File: config.mk
export PLATFORM = sky130hd
export DESIGN_NAME = fifo_read_port
export DESIGN_NICKNAME = d
export VERILOG_FILES = /design/src/rtl/fifo_read_port.sv
export SDC_FILE = /design/constraint.sdc
export NUM_CORES = 1
export LEC_CHECK = 0
export CAP_MARGIN = 20
export CORE_ASPECT_RATIO = 0.6
export CORE_MARGIN = 2
export CORE_UTILIZATION = 48
export CTS_CLUSTER_DIAMETER = 50
export CTS_CLUSTER_SIZE = 30
export DETAILED_ROUTE_END_ITERATION = 7
export GPL_TIMING_DRIVEN = 0
export PLACE_DENSITY = 0.8
export REMOVE_ABC_BUFFERS = 1
export SYNTH_ARGS = -nofsm -noshare
export SYNTH_HDL_FRONTEND = slang
export SYNTH_SLANG_ARGS = --single-unit
File: constraint.sdc
create_clock -name clk -period 1.8 [get_ports clk]
set_input_delay 0.36 -clock clk [delete_from_list [all_inputs] [get_ports clk]]
set_output_delay 0.36 -clock clk [all_outputs]
set_load 0.01 [all_outputs]
File: src/rtl/fifo_read_port.sv
// fifo_read_port
// Read-side consumer for the FIFO. Pops words while the FIFO is non-empty
// and there is room, and hands them downstream on a valid/ready stream
// through a two-entry (main + skid) buffer. That buffer sustains one word
// per cycle under backpressure without ever popping an empty FIFO.
//
// Ports
//   clk        clock, rising edge
//   reset      asynchronous active-low reset
//   en         drain enable; low blocks new pops, buffered words still drain
//   empty      FIFO empty flag from FIFO control
//   r_data     register-file data at the current FIFO read address
//   read       pop request to FIFO control (combinational)
//   out_valid  output word valid
//   out_ready  downstream accepts the word
//   out_data   output word (main register)
//   rd_count   words popped since reset, wraps modulo 2**cnt_width
//
// state | meaning
// ------+--------------------------------------------
// S0    | buffer empty
// S1    | main register holds a word
// S2    | main and skid registers both hold words

module fifo_read_port #(
   parameter int width     = 8,
   parameter int cnt_width = 16
) (
   input  logic                 clk,
   input  logic                 reset,
   input  logic                 en,
   input  logic                 empty,
   input  logic [width-1:0]     r_data,
   output logic                 read,
   output logic                 out_valid,
   input  logic                 out_ready,
   output logic [width-1:0]     out_data,
   output logic [cnt_width-1:0] rd_count
);

   typedef enum logic [1:0] {
      S0 = 2'd0,
      S1 = 2'd1,
      S2 = 2'd2
   } state_t;

   state_t           state;
   state_t           state_nxt;
   logic [width-1:0] main_q;
   logic [width-1:0] skid_q;
   logic             xfer;
   logic             load_main_rdata;
   logic             load_main_skid;
   logic             load_skid;

   // reset is folded into read so the pop request drops the moment reset
   // asserts, not at the next edge.
   assign read      = reset & en & ~empty & (state != S2);
   assign out_valid = (state != S0);
   assign xfer      = out_valid & out_ready;
   assign out_data  = main_q;

   always_ff @(posedge clk or negedge reset) begin
      if (!reset) begin
         state <= S0;
      end else begin
         state <= state_nxt;
      end
   end

   always_comb begin
      state_nxt       = state;
      load_main_rdata = 1'b0;
      load_main_skid  = 1'b0;
      load_skid       = 1'b0;
      case (state)
         S0: begin
            if (read) begin
               load_main_rdata = 1'b1;
               state_nxt       = S1;
            end
         end
         S1: begin
            if (xfer && read) begin
               load_main_rdata = 1'b1;
            end else if (xfer) begin
               state_nxt = S0;
            end else if (read) begin
               load_skid = 1'b1;
               state_nxt = S2;
            end
         end
         S2: begin
            if (xfer) begin
               load_main_skid = 1'b1;
               state_nxt      = S1;
            end
         end
         default: begin
            state_nxt = S0;
         end
      endcase
   end

   always_ff @(posedge clk or negedge reset) begin
      if (!reset) begin
         main_q <= '0;
         skid_q <= '0;
      end else begin
         if (load_main_rdata) begin
            main_q <= r_data;
         end else if (load_main_skid) begin
            main_q <= skid_q;
         end
         if (load_skid) begin
            skid_q <= r_data;
         end
      end
   end

   always_ff @(posedge clk or negedge reset) begin
      if (!reset) begin
         rd_count <= '0;
      end else if (read) begin
         rd_count <= rd_count + 1'b1;
      end
   end

endmodule
==> impl_metrics.ini <==
[sta]
max_slew_margin_pct = 72.0
rsz0062_at_grt = no
setup_ws_ns = 0.0466
worst_pin_slew_ns = 0.420
fmax_ghz = 0.570
setup_tns_ns = 0
hold_viol_final = 0
setup-violations-final = 0
drv_slew = 0
holdWs_ns = 0.0286
finalCritPeriodShare_pct = 97.4
finalClockSkew_ns = 0.00616
period_minus_slack_ns = 1.75

[floorplan]
die_h_um = 47.5
rows = 15
start_util_pct = 51.6
die_w_um = 76.4
core_mm2 = 0.00293
die_area_mm2 = 0.00363
ios = 39

[cts]
cts_tree = done
clkTransAtPathRegs_ns = 0.07
clock_path_buffers = 2
cts_inserted_buffers = 5
clk_latency_ns = 0.28
cts-htree-levels = 2
clockRootBuffer = clkbuf_8
clock-sinks = 34

[pwr]
p_per_area_mw_per_mm2 = 1010
power_switching_uw = 579
p_comb_share_pct = 23.8
power.total_mw = 2.09
seq_power_share_pct = 50.0
switching_share_pct = 27.7
p_leak_nw = 0.955
ir_drop_v = 0.000860
intPower_mw = 1.51
clockPowerShare_pct = 26.2

[route]
viasPerCell = 5.47
first_pass_iters = 4
vias = 1138
drt_wl_total_um = 3250
drcViolationCount = 0
first_iter_violations = 66
drtAntennaViolNets = 0
routedWlPerCell_um = 15.6

[cells_and_area]
syn_to_final_growth_pct = 37.9
final_cell_mix = clkdlybuf4s50_1, dfrtp_1, xnor2_1
fin_cells = 208
layout_commonest_cell = clkdlybuf4s50_1
drive_gt1_share_pct = 19.9
fin_area_mm2 = 0.00208
post-route-util_pct = 71.2
diodes = 0
finalNetCount = 181

[placed_design]
io_buffers = 38
place_area_mm2 = 0.00193
place_congestion = 0.771
place.detailed.hpwl_um = 2260
dp.cells = 197
dp_slack_ns = -0.897

[outcome]
status = finished, final reports clean

[worst_hold_path]
hold_path.class = input pin to asynchronous set/reset pin

[logic_synthesis]
yosysWarnings = 0
syn_area_per_cell_um2 = 12.8
synth_seq_area_share_pct = 56.3
netlist_area_mm2 = 0.00151
ys_ff_latch = 34
synth_cell_types = 29
synth_cells = 118

[global_routing]
grt_pass1_wl_um = 5290
grt_usage_pct = 20.1
antenna_found_initial = 0
grt_max_degree = 36
grt_pass1_vias = 1049
grt-ovfl-total = 0

[critical_path]
r2r.worst_path.cells = 4
cp.required_ns = 1.44
crit_fanout = 2
crit_arrival_ns = 1.39
end_kind = primary output
critPathLaunchType = input pin
worstSetupPathType = input pin to primary output

[run]
drv_cap = 0
## worst max-delay path, stage by stage
cell,delay [ns]
clkdlybuf4s50_1,0.42
nand3b_4,0.18
nor2_4,0.15
dlygate4sd2_1,0.28
## cells in the mapped netlist, drive strengths merged
master | instances | area share, %
dfrtp | 34 | 56
xnor2 | 12 | 7.0
mux2 | 9 | 6.7
a21o | 8 | 4.0
a22o | 8 | 4.6
nand2 | 8 | 2.2
nand4 | 6 | 2.5
nor2 | 6 | 2.0
nand3 | 4 | 1.3
nor3 | 3 | 1.7
xor2 | 3 | 1.7
a21oi | 2 | 0.66
and4 | 2 | 1.2
nor4 | 2 | 1.2
and2 | 1 | 0.41
and2b | 1 | 0.50
and3 | 1 | 0.41
buf | 1 | 0.75
ha | 1 | 0.83
inv | 1 | 0.25
mux2i | 1 | 0.66
nand3b | 1 | 1.3
nor2b | 1 | 0.91
o22ai | 1 | 0.41
or2 | 1 | 0.41
## per-layer routing
metal / vias up / global-route usage (%) / wire, um / share of wire [%]
li1: 521 / - / - / -
met4: 0 / 7.27 / 38 / 1.2
met1: 580 / 25.7 / 1480 / 46
met3: 7 / 8.11 / 159 / 4.9
met2: 30 / 32.2 / 1570 / 48
met5: - / 0 / 0 / 0
## layout make-up
| class | count | area [um^2] |
|---|---|---|
| clock buffer | 6 | 82.6 |
| fill | 211 | 845 |
| inverter | 1 | 3.75 |
| multi-input combinational | 82 | 659 |
| sequential | 34 | 853 |
| tap | 42 | 52.6 |
| timing repair buffer | 43 | 432 |
## state kept, by name (all words and copies together), names as in the netlist
name,cells
skid_q,8
rd_count,16
state,2
out_data,8
## timing repair
item	in CTS	in global routing
pin swaps	1	2
hold endpoints to repair	0	34
setup buffers	2	2
hold buffers	0	1
endpoints found under the setup margin	28	17
resized for setup	8	3
## path summary, 6_finish.rpt
path	slack, ns	to	start
max	0.05	read	empty
min	0.03	state[1]	reset
max reg2reg	0.21	out_data[0]	state[1]
min reg2reg	0.47	rd_count[15]	rd_count[15]
max in group asynchronous	1.59	state[0]	reset
min in group clk	0.47	rd_count[15]	rd_count[15]
## logic make-up after synthesis
kind of cell	after synthesis	synth area share, %
AND/OR/NAND/NOR	37	16.1
flip-flops	34	56.3
AO/OA/AOI/OAI	19	9.69
XOR/XNOR	15	8.70
multiplexers	10	7.37
buffers and inverters	2	0.994
adder cells (fa/ha/maj)	1	0.828
## power groups by stage
stage / Clock, mW / Combinational (mW) / Sequential [mW]
final: 0.548 / 0.498 / 1.05
after global routing: 0.595 / 0.545 / 1.07
after CTS: 0.557 / 0.495 / 1.05
after detailed placement: 0 / 0.490 / 1.06
after global placement: 0 / 0.478 / 1.04
after floorplan: 0 / 0.179 / 1.07
No activity file was read; power rests on OpenSTA's default activity.
